**src/rtl/cp0_trap_ctrl.sv**
```systemverilog
// CP0 trap controller: owns SR/Cause/EPC/PRId, arbitrates interrupt, exception,
// ERET and MTC0 at M, and drives a one-cycle flush/redirect to the pipeline.
module cp0_trap_ctrl #(
    parameter logic [31:0] HANDLER_PC = 32'h0000_4180,
    parameter logic [31:0] PRID_VAL   = 32'h0000_0601
) (
    input  logic        clk,
    input  logic        rst,
    input  logic        m_valid,
    input  logic [31:0] pc_m,
    input  logic        bd_m,
    input  logic        exc_m,
    input  logic [4:0]  exccode_m,
    input  logic        eret_m,
    input  logic [5:0]  hw_int,
    input  logic        mtc0_m,
    input  logic [4:0]  cp0_addr,
    input  logic [31:0] cp0_wdata,
    output logic [31:0] cp0_rdata,
    output logic        flush,
    output logic        redirect_en,
    output logic [31:0] redirect_pc,
    output logic [31:0] epc_out,
    output logic        in_trap
);

    localparam logic [4:0] ADDR_SR    = 5'd12;
    localparam logic [4:0] ADDR_CAUSE = 5'd13;
    localparam logic [4:0] ADDR_EPC   = 5'd14;
    localparam logic [4:0] ADDR_PRID  = 5'd15;

    typedef enum logic {
        ST_RUN   = 1'b0,
        ST_FLUSH = 1'b1
    } state_t;

    state_t      state_q, state_d;
    logic [5:0]  sr_im_q, sr_im_d;
    logic        sr_exl_q, sr_exl_d;
    logic        sr_ie_q, sr_ie_d;
    logic        cause_bd_q, cause_bd_d;
    logic [5:0]  cause_ip_q;
    logic [4:0]  cause_exc_q, cause_exc_d;
    logic [31:0] epc_q, epc_d;
    logic [31:0] redirect_pc_q, redirect_pc_d;
    logic        int_pend;

    assign int_pend = (|(cause_ip_q & sr_im_q)) & sr_ie_q & ~sr_exl_q;

    always_comb begin
        state_d       = ST_RUN;
        sr_im_d       = sr_im_q;
        sr_exl_d      = sr_exl_q;
        sr_ie_d       = sr_ie_q;
        cause_bd_d    = cause_bd_q;
        cause_exc_d   = cause_exc_q;
        epc_d         = epc_q;
        redirect_pc_d = redirect_pc_q;

        // While flushing, M is being cleared, so nothing from M is acted upon.
        if (state_q == ST_RUN && m_valid) begin
            if (int_pend || exc_m) begin
                state_d       = ST_FLUSH;
                epc_d         = bd_m ? (pc_m - 32'd4) : pc_m;
                cause_bd_d    = bd_m;
                cause_exc_d   = int_pend ? 5'd0 : exccode_m;
                sr_exl_d      = 1'b1;
                redirect_pc_d = HANDLER_PC;
            end else if (eret_m) begin
                state_d       = ST_FLUSH;
                sr_exl_d      = 1'b0;
                redirect_pc_d = epc_q;
            end else if (mtc0_m) begin
                case (cp0_addr)
                    ADDR_SR: begin
                        sr_im_d  = cp0_wdata[15:10];
                        sr_exl_d = cp0_wdata[1];
                        sr_ie_d  = cp0_wdata[0];
                    end
                    ADDR_EPC: epc_d = {cp0_wdata[31:2], 2'b00};
                    default: ;
                endcase
            end
        end
    end

    always_ff @(posedge clk) begin
        if (!rst) begin
            state_q       <= ST_RUN;
            sr_im_q       <= '0;
            sr_exl_q      <= 1'b0;
            sr_ie_q       <= 1'b0;
            cause_bd_q    <= 1'b0;
            cause_ip_q    <= '0;
            cause_exc_q   <= '0;
            epc_q         <= '0;
            redirect_pc_q <= '0;
        end else begin
            state_q       <= state_d;
            sr_im_q       <= sr_im_d;
            sr_exl_q      <= sr_exl_d;
            sr_ie_q       <= sr_ie_d;
            cause_bd_q    <= cause_bd_d;
            cause_ip_q    <= hw_int;
            cause_exc_q   <= cause_exc_d;
            epc_q         <= epc_d;
            redirect_pc_q <= redirect_pc_d;
        end
    end

    assign flush       = (state_q == ST_FLUSH);
    assign redirect_en = (state_q == ST_FLUSH);
    assign redirect_pc = redirect_pc_q;
    assign epc_out     = epc_q;
    assign in_trap     = sr_exl_q;

    // Reads see register state only, so a same-cycle MTC0 is not bypassed.
    always_comb begin
        cp0_rdata = '0;
        case (cp0_addr)
            ADDR_SR:    cp0_rdata = {16'b0, sr_im_q, 8'b0, sr_exl_q, sr_ie_q};
            ADDR_CAUSE: cp0_rdata = {cause_bd_q, 15'b0, cause_ip_q, 3'b0, cause_exc_q, 2'b0};
            ADDR_EPC:   cp0_rdata = epc_q;
            ADDR_PRID:  cp0_rdata = PRID_VAL;
            default:    cp0_rdata = '0;
        endcase
    end

endmodule

```
**config.mk**
```make
export PLATFORM = sky130hd
export DESIGN_NAME = cp0_trap_ctrl
export DESIGN_NICKNAME = d
export VERILOG_FILES = /design/src/rtl/cp0_trap_ctrl.sv
export SDC_FILE = /design/constraint.sdc
export NUM_CORES = 1
export LEC_CHECK = 0
export BUFFER_PORTS_ARGS = -buffer_cell sky130_fd_sc_hd__buf_2
export CORE_MARGIN = 4
export CORE_UTILIZATION = 45
export DETAILED_ROUTE_END_ITERATION = 16
export PLACE_DENSITY = 0.8
export SKIP_LAST_GASP = 1
export SYNTH_ARGS = -nofsm -noshare
export SYNTH_HDL_FRONTEND = slang
export SYNTH_SLANG_ARGS = --single-unit
```
**constraint.sdc**
```tcl
create_clock -name clk -period 5.6 [get_ports clk]
set_input_delay 0.84 -clock clk [delete_from_list [all_inputs] [get_ports clk]]
set_output_delay 0.84 -clock clk [all_outputs]
set_load 0.02 [all_outputs]
```
==> results of run 1 <==
-- worst min path at each step --
| stage | slack (ps) | end | cells after the start | from |
|---|---|---|---|---|
| after floorplan | 440 | cause_bd_q$_SDFFE_PN0P_ | 2 | cause_bd_q$_SDFFE_PN0P_ |
| after global placement | 460 | redirect_pc[20]$_SDFFE_PN0P_ | 1 | redirect_pc[20]$_SDFFE_PN0P_ |
| after detailed placement | 460 | redirect_pc[15]$_SDFFE_PN0P_ | 1 | redirect_pc[15]$_SDFFE_PN0P_ |
| after CTS | 480 | cause_bd_q$_SDFFE_PN0P_ | 2 | cause_bd_q$_SDFFE_PN0P_ |
| after global routing | 500 | redirect_pc[3]$_SDFFE_PN0P_ | 1 | redirect_pc[3]$_SDFFE_PN0P_ |
| final | 480 | cause_bd_q$_SDFFE_PN0P_ | 2 | cause_bd_q$_SDFFE_PN0P_ |
-- per-stage QoR --
step	instances	instance area, sq um	hold slack, ps
2_1_floorplan	492	4260	436
3_3_place_gp	775	5260	460
3_5_place_dp	775	5260	462
4_1_cts	791	5500	480
5_1_grt	791	5500	498
6_report	791	5500	484
-- metal layers --
layer	GRT usage	share of wire	wire (um)
met4	0.0787	0.016	225
met1	0.332	0.43	6260
met3	0.0545	0.080	1160
met2	0.409	0.47	6820
met5	0	0	0
-- Yosys cell counts (4+ instances only) --
| master | n | share of area |
|---|---|---|
| o21ai_0 | 14 | 0.016 |
| inv_1 | 6 | 0.0053 |
| o31ai_1 | 4 | 0.0071 |
| clkbuf_1 | 28 | 0.025 |
| o211ai_1 | 11 | 0.019 |
| nor4_1 | 15 | 0.022 |
| nor3_1 | 16 | 0.019 |
| or4_1 | 5 | 0.0088 |
| nand3_1 | 28 | 0.033 |
| a21oi_1 | 17 | 0.020 |
| xnor2_1 | 10 | 0.021 |
| nor2b_1 | 7 | 0.010 |
| nand2b_1 | 5 | 0.0073 |
| and2_1 | 24 | 0.035 |
| mux2i_1 | 19 | 0.045 |
| dfxtp_1 | 85 | 0.40 |
| a211oi_1 | 4 | 0.0071 |
| o22ai_1 | 5 | 0.0073 |
| nand4_1 | 5 | 0.0073 |
| nand2_1 | 25 | 0.022 |
| a22o_1 | 29 | 0.060 |
| a22oi_1 | 19 | 0.034 |
| nor2_1 | 45 | 0.040 |
| xor2_1 | 7 | 0.014 |
-- critical path: cells and delay by family --
kind,cells,cell delay (ps)
buffers and inverters,3,470
and+or+nand+nor,3,1330
-- area by class of cell --
cell class,count,share of cell area
multi-input cells,364,0.437
flip-flops and latches,85,0.310
repair buffers,191,0.177
well taps,129,0.0294
clock buffers,11,0.0239
clock inverters,5,0.0196
inverters,6,0.00410
-- cells in the final DEF, fill, tap and decap left out, types with 17 or more instances in the layout --
master,n
dfxtp_1,85
nor2_1,44
a22oi_1,19
nand2_1,25
mux2i_1,19
buf_2,185
and2_1,24
a22o_1,29
a21oi_1,17
nand3_1,28
-- power breakdown --
group	total [mW]	switching (mW)	internal, mW	leakage, nW
clock network	0.522	0.222	0.299	0.118
registers	0.640	0.0176	0.622	0.690
logic	0.183	0.114	0.0687	1.56
total	1.34	0.354	0.990	2.37
-- cells by family (layout without fill, tap and decap cells) --
family                     Yosys count  after routing  synth area share
DFF                                 85             85             0.400
buffers and inverters               43            213            0.0409
xor gates and xnor gates            17             17            0.0350
and+or+nand+nor                    194            194             0.245
muxes                               19             19            0.0447
adders and majority gates            1              1           0.00294
AOI/OAI and AO/OA                  133            133             0.232
-- registers in the layout, indices dropped and copies added (netlist names) --
register / count
flush: 1
cause_exc_q: 5
epc_out: 32
sr_im_q: 6
cause_ip_q: 6
sr_ie_q: 1
in_trap: 1
cause_bd_q: 1
redirect_pc: 32
==> flow_summary.yaml, run 1 <==
worst_setup_path:
  r2r_start: "cause_ip_q[3]$_SDFF_PN0_"
  crit_start: "cp0_addr[4]"
  worstPathArrival_ps: 2640
  end_kind: "primary output"
  start_kind: "input port"
  cp_slowest_cell: "nor2_1"
  slowest_delay_ps: 920
  cp-endpoint: "cp0_rdata[20]"
  crit_chain: "buf_2 -> nand3b_1 -> buf_4 -> nor2_1 -> and2_1 -> buf_2"
  critPathRequiredTime_ps: 4760
  path_max_fanout: 19
  reg2reg_slack_ps: 2560
  cpMostUsedCell: "buf_2"
  r2r_cells: 5
  crit_type: "input port to primary output"
  r2r-end: "redirect_pc[17]$_SDFFE_PN0P_"
layout:
  fill_cells: 829
  drive_gt1_frac: 0.334
  multiInputGateArea_sq_um: 2400
  area_growth_pct: 29.1
  n_antenna_cell: 0
  nets: 745
  postLayoutCoreUtil: 0.595
  seqCellArea_sq_um: 1700
drt:
  via_count: 4601
  drc: 0
  drt_iter0_markers: 284
  wirelength_mm: 14.5
  drtAntennaViolNets: 0
  vias_per_cell: 5.82
  firstDrtPassIters: 5
  routedWlPerCell_um: 18.3
cts:
  clkSinkCount: 85
  cts_made_buffers: 9
  ctsHoldBuffers: 0
  post-cts-setup-buffers: 0
  ctsResizeCount: 0
  path_clk_slew_ps: 80
  cts_tree: "yes"
  htree_levels: 3
  cts-root-buf: "clkbuf_8"
  cts.path.max_buffers: 2
  clock_latency_ps: 360
grt:
  grt_pass1_wl_mm: 22.4
  grt_pass1_vias: 4313
  grt_max_degree: 39
  grt_util_all_layers: 0.251
  grt_antenna_before_repair: 0
  grt_overflow_total: 0
synth:
  syn_avg_cell_area_sq_um: 8.65
  async_flop_share: 0
  synth.distinct_cells: 59
  syn_area_sq_um: 4260
  synth_flop_cell: "dfxtp_1"
  synth.net_count: 580
  ys_ff_latch: 85
  ys_seq_area_frac: 0.400
  synth_warnings: 0
  synth_edf_count: 0
  synth_cells: 492
place:
  portBuffers: 185
  place.gp.congestion: 0.887
  post-place-ws_ps: 2050
  hpwl_mm: 10.9
min_path:
  hp-class: "flop to flop"
floorplanning:
  die-area_sq_um: 11100
  start_util: 0.461
  num_rows: 35
  die_height_um: 105
  core_area_sq_um: 9240
  pin_count: 186
  fp.dieW_um: 105
timing:
  fin_ws_ps: 2120
  timing.fmax_mhz: 287
  tightest_slew_ps: 1310
  timing.final.crit_share: 0.622
  finalSetupViolations: 0
  final_max_slew_viol_count: 0
  setup_tns_ps: 0
  period_minus_slack_ps: 3480
  hold_viol_final: 0
  skew_ps: 14.4
  rsz0062_at_grt: "no"
  max_slew_margin: 0.125
outcome:
  status: "completed"
run:
  max_cap_viol_count: 0
power:
  cellPowerDensity_nw_per_um2: 245
  peakVddDrop_mv: 0.109
  total_power_mw: 1.34
  leakage_nw: 2.37
Note: power is estimated with default switching activity, not from simulation.
==> run 2, diff against run 1 <==
==> constraint.sdc (replaced) <==
create_clock -name clk -period 3.3 [get_ports clk]
set_input_delay 0.495 -clock clk [delete_from_list [all_inputs] [get_ports clk]]
set_output_delay 0.495 -clock clk [all_outputs]
set_load 0.02 [all_outputs]
==> run 2 against run 1 <==
  * Die area is the same
  * Sequential power grew 70%
  * Final cell count grew 0.88%
  * Register-to-register slack lost 1700 ps
  * Utilization shrank 0.081 points
==> flow_summary.yaml, run 2 (synthesis gave the netlist of run 1 again) <==
cts:
  clock_latency_ps: 360
  path_clk_slew_ps: 90
  ctsResizeCount: 0
  htree_levels: 3
  cts_tree: "yes"
  cts_made_buffers: 9
  ctsHoldBuffers: 0
  post-cts-setup-buffers: 0
  cts-root-buf: "clkbuf_8"
  cts.path.max_buffers: 2
  clkSinkCount: 85
grt:
  grt_max_degree: 38
  grt_util_all_layers: 0.250
  grt_antenna_before_repair: 1
  grt_overflow_total: 0
  grt_pass1_vias: 4297
  grt_pass1_wl_mm: 22.5
timing:
  skew_ps: 14.7
  finalSetupViolations: 0
  rsz0062_at_grt: "no"
  timing.fmax_mhz: 394
  timing.final.crit_share: 0.770
  fin_hold_ws_ps: 350
  setup_tns_ps: 0
  period_minus_slack_ps: 2540
  max_slew_margin: 0.205
  fin_ws_ps: 761
  final_max_slew_viol_count: 0
  tightest_slew_ps: 1190
  hold_viol_final: 0
drt:
  drt_iter0_markers: 326
  wirelength_mm: 14.4
  vias_per_cell: 5.76
  via_count: 4594
  drc: 0
  routedWlPerCell_um: 18.1
  drtAntennaViolNets: 0
  firstDrtPassIters: 4
layout:
  mostFrequentLayoutCell: "buf_2"
  seqCellArea_sq_um: 1700
  nets: 751
  multiInputGateArea_sq_um: 2400
  final_cells: 798
  fill_cells: 838
  final_cell_mix: "185 x buf_2, 85 x dfxtp_1, 44 x nor2_1, 29 x a22o_1, 28 x nand3_1"
  area_growth_pct: 29.0
  drive_gt1_frac: 0.343
worst_setup_path:
  r2r-end: "epc_out[12]$_SDFFE_PN0P_"
  critPathRequiredTime_ps: 2800
  worstPathArrival_ps: 2040
  r2r_cells: 6
  crit_type: "input port to primary output"
  reg2reg_slack_ps: 840
  end_kind: "primary output"
  start_kind: "input port"
  path_max_fanout: 19
  crit_start: "cp0_addr[4]"
  r2r_start: "cause_ip_q[3]$_SDFF_PN0_"
power:
  peakVddDrop_mv: 0.195
  cellPowerDensity_nw_per_um2: 380
  leakage_nw: 2.37
  total_power_mw: 2.09
min_path:
  holdCritStartpoint: "hw_int[2]"
  hp-class: "input port to flop"
  min_to: "cause_ip_q[2]$_SDFF_PN0_"
  min_path_cells: 2
place:
  place.gp.congestion: 0.899
  portBuffers: 185
  place_inst: 781
  post-place-ws_ps: 679
  hpwl_mm: 11.1
floorplanning:
  pin_count: 186
  core_area_sq_um: 9240
  die_height_um: 105
  num_rows: 35
  start_util: 0.461
  die-area_sq_um: 11100
  fp.dieW_um: 105
outcome:
  status: "completed"
run:
  max_cap_viol_count: 0
-- run 2: cell types whose count changed in the layout (fill, tap and decap cells not counted), sizes merged --
cell      change
clkinvlp      +2
buf           +6
diode         +1
bufinv        -3
clkbuf        -1
clkinv        +2
-- run 2: stage by stage --
stage	utilization	cell area, sq um
floorplan	-	4260
CTS	0.594	5490
finish	0.594	5490
detailed placement	0.574	5300
global placement	0.574	5300
global route	0.594	5490
-- run 2: worst max path at each step --
stage | end | slack, ps
after global routing | cp0_rdata[22] | 640
final | cp0_rdata[22] | 760
after CTS | cp0_rdata[29] | 760
after global placement | epc_out[26]$_SDFFE_PN0P_ | 770
after floorplan | epc_out[26]$_SDFFE_PN0P_ | 980
after detailed placement | epc_out[12]$_SDFFE_PN0P_ | 680
-- run 2: layout make-up --
type | count | share of cell area
diodes | 1 | 0.000456
clock buffers | 10 | 0.0251
clock inverters | 6 | 0.00843
inverters | 6 | 0.00410
multi-input cells | 364 | 0.437
flip-flops and latches | 85 | 0.310
well taps | 129 | 0.0294
repair buffers | 197 | 0.185
-- run 2: critical path: stages --
cell and delay (ps):
buf_2 90, nand3b_1 140, buf_4 200, nor2_1 540, buf_4 270, and2_1 130
buf_2 160
-- run 2: per-layer routing --
metal  GRT usage  wire length, um  up-vias
li1            -                -     2177
met1       0.339             6370     2174
met2       0.399             6590      218
met3      0.0404             1140       25
met4      0.0937              313        0
met5           0                0        -
-- run 2: report_power, final --
part	leakage (nW)	switching, mW	internal, mW
clock network	0.0889	0.388	0.298
registers	0.690	0.0295	1.06
logic	1.59	0.194	0.121
total	2.37	0.611	1.47
